**src/rtl/mc_control_pkg.sv**
```systemverilog
// Shared definitions for the multi-cycle TSC control FSM: state encodings,
// ISA opcode/funcode constants, datapath select codes and instruction classes.
package mc_control_pkg;

    typedef enum logic [2:0] {
        S_IF   = 3'd0,
        S_ID   = 3'd1,
        S_EX   = 3'd2,
        S_MEM  = 3'd3,
        S_WB   = 3'd4,
        S_HALT = 3'd5
    } state_t;

    localparam logic [3:0] OP_BNE   = 4'd0;
    localparam logic [3:0] OP_BEQ   = 4'd1;
    localparam logic [3:0] OP_BGZ   = 4'd2;
    localparam logic [3:0] OP_BLZ   = 4'd3;
    localparam logic [3:0] OP_ADI   = 4'd4;
    localparam logic [3:0] OP_ORI   = 4'd5;
    localparam logic [3:0] OP_LHI   = 4'd6;
    localparam logic [3:0] OP_LWD   = 4'd7;
    localparam logic [3:0] OP_SWD   = 4'd8;
    localparam logic [3:0] OP_JMP   = 4'd9;
    localparam logic [3:0] OP_JAL   = 4'd10;
    localparam logic [3:0] OP_RTYPE = 4'd15;

    localparam logic [5:0] FN_JPR = 6'd25;
    localparam logic [5:0] FN_JRL = 6'd26;
    localparam logic [5:0] FN_WWD = 6'd28;
    localparam logic [5:0] FN_HLT = 6'd29;

    // ALU setting used for PC+1 and as the idle default
    localparam logic [3:0] ALU_OP_ADD = 4'd15;
    localparam logic [5:0] ALU_FN_ADD = 6'd0;

    localparam logic [1:0] PC_SRC_ALU = 2'd0;
    localparam logic [1:0] PC_SRC_BR  = 2'd1;
    localparam logic [1:0] PC_SRC_JMP = 2'd2;
    localparam logic [1:0] PC_SRC_RS  = 2'd3;

    localparam logic [1:0] ALU_B_RT   = 2'd0;
    localparam logic [1:0] ALU_B_ONE  = 2'd1;
    localparam logic [1:0] ALU_B_SEXT = 2'd2;
    localparam logic [1:0] ALU_B_ZEXT = 2'd3;

    localparam logic [1:0] REG_DST_RT = 2'd0;
    localparam logic [1:0] REG_DST_RD = 2'd1;
    localparam logic [1:0] REG_DST_R2 = 2'd2;

    localparam logic [1:0] M2R_ALU = 2'd0;
    localparam logic [1:0] M2R_MDR = 2'd1;
    localparam logic [1:0] M2R_PC  = 2'd2;

    typedef enum logic [3:0] {
        C_BR, C_RALU, C_ADI, C_IMMZ, C_LWD, C_SWD, C_JMP,
        C_JAL, C_JPR, C_JRL, C_WWD, C_HLT, C_UND
    } iclass_t;

    function automatic iclass_t decode_class(
        input logic [3:0] opcode,
        input logic [5:0] funcode
    );
        iclass_t ic;
        ic = C_UND;
        case (opcode)
            OP_BNE, OP_BEQ, OP_BGZ, OP_BLZ: ic = C_BR;
            OP_ADI:         ic = C_ADI;
            OP_ORI, OP_LHI: ic = C_IMMZ;
            OP_LWD:         ic = C_LWD;
            OP_SWD:         ic = C_SWD;
            OP_JMP:         ic = C_JMP;
            OP_JAL:         ic = C_JAL;
            OP_RTYPE: begin
                if (funcode[5:3] == 3'd0) begin
                    ic = C_RALU;
                end else begin
                    case (funcode)
                        FN_JPR:  ic = C_JPR;
                        FN_JRL:  ic = C_JRL;
                        FN_WWD:  ic = C_WWD;
                        FN_HLT:  ic = C_HLT;
                        default: ic = C_UND;
                    endcase
                end
            end
            default: ic = C_UND;
        endcase
        return ic;
    endfunction

endpackage

```
**src/rtl/mc_next_state.sv**
```systemverilog
// Next-state logic of the multi-cycle control FSM (purely combinational).
// Ports: state, opcode, funcode, mem_ready in; state_d, retire out.
module mc_next_state
    import mc_control_pkg::*;
(
    input  state_t     state,
    input  logic [3:0] opcode,
    input  logic [5:0] funcode,
    input  logic       mem_ready,
    output state_t     state_d,
    output logic       retire
);

    iclass_t ic;

    always_comb begin
        ic      = decode_class(opcode, funcode);
        state_d = state;
        case (state)
            S_IF: begin
                if (mem_ready) state_d = S_ID;
            end
            S_ID: begin
                case (ic)
                    C_JMP, C_UND: state_d = S_IF;
                    C_JAL:        state_d = S_WB;
                    C_HLT:        state_d = S_HALT;
                    default:      state_d = S_EX;
                endcase
            end
            S_EX: begin
                case (ic)
                    C_BR, C_WWD, C_JPR: state_d = S_IF;
                    C_LWD, C_SWD:       state_d = S_MEM;
                    default:            state_d = S_WB;
                endcase
            end
            S_MEM: begin
                if (mem_ready) state_d = (ic == C_LWD) ? S_WB : S_IF;
            end
            S_WB:    state_d = S_IF;
            S_HALT:  state_d = S_HALT;
            default: state_d = S_IF;
        endcase
        // an instruction retires on every entry into IF; IF wait cycles do not
        retire = (state_d == S_IF) && (state != S_IF);
    end

endmodule

```
**src/rtl/mc_control.sv**
```systemverilog
// Multi-cycle control FSM for the 16-bit TSC CPU: state register, Moore output
// decode and optional retired-instruction counter (macro INST_COUNT_EN).
// Inputs: clk, reset (async, active-high), opcode, funcode, bcond, mem_ready.
// Outputs: memory strobes, IR/PC write controls, ALU controls, writeback
// selects, out_write, halted and (with INST_COUNT_EN) num_inst.
module mc_control
    import mc_control_pkg::*;
#(
    parameter int WORD_SIZE = 16
) (
    input  logic       clk,
    input  logic       reset,
    input  logic [3:0] opcode,
    input  logic [5:0] funcode,
    input  logic       bcond,
    input  logic       mem_ready,
    output logic       mem_read,
    output logic       mem_write,
    output logic       i_or_d,
    output logic       ir_write,
    output logic       pc_write,
    output logic       pc_write_cond,
    output logic [1:0] pc_src,
    output logic       alu_src_a,
    output logic [1:0] alu_src_b,
    output logic [3:0] alu_opcode,
    output logic [5:0] alu_funcode,
    output logic       reg_write,
    output logic [1:0] reg_dst,
    output logic [1:0] mem_to_reg,
    output logic       out_write,
    output logic       halted
`ifdef INST_COUNT_EN
    ,
    output logic [WORD_SIZE-1:0] num_inst
`endif
);

    state_t  state_q;
    state_t  state_d;
    logic    retire;
    iclass_t ic;

    mc_next_state u_next_state (
        .state     (state_q),
        .opcode    (opcode),
        .funcode   (funcode),
        .mem_ready (mem_ready),
        .state_d   (state_d),
        .retire    (retire)
    );

    always_ff @(posedge clk or posedge reset) begin
        if (reset) state_q <= S_IF;
        else       state_q <= state_d;
    end

    // bcond is combined with pc_write_cond in the datapath
    logic unused_bcond;
    assign unused_bcond = bcond;

    always_comb begin
        ic            = decode_class(opcode, funcode);
        mem_read      = 1'b0;
        mem_write     = 1'b0;
        i_or_d        = 1'b0;
        ir_write      = 1'b0;
        pc_write      = 1'b0;
        pc_write_cond = 1'b0;
        pc_src        = PC_SRC_ALU;
        alu_src_a     = 1'b0;
        alu_src_b     = ALU_B_RT;
        alu_opcode    = ALU_OP_ADD;
        alu_funcode   = ALU_FN_ADD;
        reg_write     = 1'b0;
        reg_dst       = REG_DST_RT;
        mem_to_reg    = M2R_ALU;
        out_write     = 1'b0;
        halted        = 1'b0;
        // gating on reset drops strobes the instant reset rises
        if (!reset) begin
            case (state_q)
                S_IF: begin
                    mem_read = 1'b1;
                    ir_write = 1'b1;
                end
                S_ID: begin
                    alu_src_b = ALU_B_ONE;
                    pc_write  = 1'b1;
                    if (ic == C_JMP || ic == C_JAL) pc_src = PC_SRC_JMP;
                end
                S_EX: begin
                    alu_opcode  = opcode;
                    alu_funcode = funcode;
                    alu_src_a   = 1'b1;
                    case (ic)
                        C_RALU:               alu_src_b = ALU_B_RT;
                        C_ADI, C_LWD, C_SWD:  alu_src_b = ALU_B_SEXT;
                        C_IMMZ:               alu_src_b = ALU_B_ZEXT;
                        C_BR: begin
                            pc_write_cond = 1'b1;
                            pc_src        = PC_SRC_BR;
                        end
                        C_WWD:                out_write = 1'b1;
                        C_JPR, C_JRL: begin
                            pc_write = 1'b1;
                            pc_src   = PC_SRC_RS;
                        end
                        default: ;
                    endcase
                end
                S_MEM: begin
                    i_or_d    = 1'b1;
                    mem_read  = (ic == C_LWD);
                    mem_write = (ic == C_SWD);
                end
                S_WB: begin
                    reg_write = 1'b1;
                    case (ic)
                        C_RALU: reg_dst = REG_DST_RD;
                        C_LWD:  mem_to_reg = M2R_MDR;
                        C_JAL, C_JRL: begin
                            reg_dst    = REG_DST_R2;
                            mem_to_reg = M2R_PC;
                        end
                        default: ;
                    endcase
                end
                S_HALT:  halted = 1'b1;
                default: ;
            endcase
        end
    end

`ifdef INST_COUNT_EN
    logic [WORD_SIZE-1:0] num_inst_q;
    logic [WORD_SIZE-1:0] num_inst_d;

    always_comb begin
        num_inst_d = num_inst_q;
        if (retire) num_inst_d = num_inst_q + 1'b1;
    end

    always_ff @(posedge clk or posedge reset) begin
        if (reset) num_inst_q <= '0;
        else       num_inst_q <= num_inst_d;
    end

    assign num_inst = num_inst_q;
`else
    logic unused_retire;
    assign unused_retire = retire;
    localparam int unused_word_size = WORD_SIZE;
`endif

endmodule

```
**config.mk**
```make
export PLATFORM = sky130hd
export DESIGN_NAME = mc_control
export DESIGN_NICKNAME = d
export VERILOG_FILES = /design/src/rtl/mc_control_pkg.sv /design/src/rtl/mc_next_state.sv /design/src/rtl/mc_control.sv
export SDC_FILE = /design/constraint.sdc
export NUM_CORES = 1
export LEC_CHECK = 0
export CORE_MARGIN = 1
export CORE_UTILIZATION = 30
export DETAILED_ROUTE_END_ITERATION = 7
export PLACE_DENSITY = 0.58
export SLEW_MARGIN = 20
export SYNTH_ARGS = -nofsm -noshare
export SYNTH_HDL_FRONTEND = slang
export SYNTH_HIERARCHICAL = 1
export SYNTH_SLANG_ARGS = --single-unit
```
**constraint.sdc**
```tcl
create_clock -name clk -period 3.5 [get_ports clk]
set_input_delay 0.35 -clock clk [delete_from_list [all_inputs] [get_ports clk]]
set_output_delay 0.35 -clock clk [all_outputs]
set_load 0.02 [all_outputs]
```
==> qor.yml <==
status:
  status: "finished, final reports clean"
worst_setup_path:
  arrival_ps: 2570
  reg2reg_depth: 4
  start_kind: "input pin"
  cp-end-kind: "output port"
  r2r-start: "state_q[1]"
  crit_fanout: 11
  crit_chain: "clkdlybuf4s50_1 -> nand4_2 -> nor4b_1 -> nand2_1 -> nand2b_1 -> clkdlybuf4s50_1"
  cp_top_family: "buffers and inverters"
  crit_top_cell: "clkdlybuf4s50_1"
  critPathKind: "input pin to output port"
  r2r_end: "state_q[2]"
  worstPathRequired_ps: 3150
  r2r_slack_ps: 2160
  worst-path-buf-inv: 2
  cpPeakStageDelay_ps: 700
  cpMaxStageDelayCell: "clkdlybuf4s50_1"
sta:
  slew_headroom: 0.688
  setup_violations: 0
  rsz0062_at_grt: "false"
  fmax_mhz: 342
  skew_ps: 4.81
  hold_viol: 0
  worstMarginPinSlew_ps: 462
  timing.hold.ws_ps: 411
  tns_ps: 0
  fin_crit_ps: 2920
  finalCritPeriodShare: 0.835
  drv_slew: 0
layout:
  fill_cells: 351
  synthToLayoutAreaGrowth_pct: 44.1
  drive_gt1_frac: 0.103
  final_common_cell: "clkdlybuf4s50_1"
  instances_no_fill: 229
  diodes: 0
  num-nets-final: 200
  reg.largest.list: "state_q: 3 flops"
  regMostFlops: "state_q"
  largest_reg_flops: 3
  final_cell_mix: "clkdlybuf4s50_1, nor2_1, nand2b_1"
yosys:
  synth_area_um2: 1000
  netlist_instances: 146
  ys_warn_count: 6
  synth_fp_nets: 160
  syn_avg_cell_area_um2: 6.88
drt:
  ant_nets: 0
  dr.pass1.iters: 4
  routedWlPerCell_um: 12.6
  drt_iter0_drc: 90
  vias_per_cell: 5.23
  drc: 0
  num_vias: 1198
  drt_wl_total_um: 2890
power_and_ir_drop:
  leakagePower_nw: 0.550
  power_density_nw_per_um2: 313
  ir_drop_mv: 0.0993
clocking:
  clk_pin_slew_ps: 40
  clock-sinks: 3
  post-cts-setup-buffer-count: 0
  clockBufferDepth: 2
  cts_tree: "done"
  postCtsHoldBufs: 0
  ctsResizeCount: 0
  clk_latency_ps: 240
  cts_made_buffers: 3
  h-tree-depth: 1
  clockRootBuffer: "clkbuf_4"
grt:
  grt_max_degree: 19
  track_usage: 0.175
  grt_pass1_vias: 1081
  grt_pass1_wl_um: 4840
  grt_overflow: 0
  antenna_found_initial: 0
placed_design:
  place.gp.congestion: 0.792
  hpwlAfterDp_um: 2280
  buffer_ports.inserted: 40
  placed_cells: 225
floorplan:
  fp-row-count: 20
  die_area_um2: 3580
  fp.dieW_um: 59.9
  initial_core_util: 0.324
  die_h_um: 59.9
  io_pins: 42
  coreArea_um2: 3100
run:
  drv_cap: 0
worst_hold_path:
  hold_path_class: "input pin to async pin"
## how the worst max path moves through the flow
stage	startpoint	end	slack, ps	cells after the start
6_report	opcode[2]	pc_src[0]	580	6
5_1_grt	opcode[0]	pc_src[1]	480	7
4_1_cts	opcode[2]	pc_src[1]	620	6
3_5_place_dp	opcode[2]	pc_src[1]	630	6
3_3_place_gp	opcode[2]	pc_src[1]	610	6
2_1_floorplan	state_q[0]	mem_to_reg[1]	1470	3
## routing by layer
metal,wire length (um),global-route usage
met1,1320,0.220
met2,1410,0.311
met3,149,0.0260
met4,4,0.0399
met5,0,0
## cell type report
| type | count | area (um^2) | area share |
|---|---|---|---|
| multi-input cells | 126 | 831 | 0.574 |
| flip-flops and latches | 3 | 75.1 | 0.0519 |
| inverters | 8 | 30.0 | 0.0207 |
| clock buffers | 4 | 26.3 | 0.0182 |
| repair buffers | 44 | 430 | 0.297 |
| well taps | 44 | 55.1 | 0.0380 |
## where the power goes
part           leakage, nW  internal [mW]  switching [mW]
clock               0.0150         0.0428          0.0196
combinational        0.496          0.145           0.159
sequential          0.0392         0.0483          0.0380
total                0.550          0.236           0.216
## stage by stage
stage	power (mW)	cell area (um^2)	util	worst slack, ps
global placement	0.384	1420	0.458	615
CTS	0.455	1450	0.467	620
global route	0.495	1450	0.467	483
detailed placement	0.389	1420	0.458	629
floorplan	0.271	1000	-	1470
finish	0.453	1450	0.467	576
(Power assumes the default switching activity.)
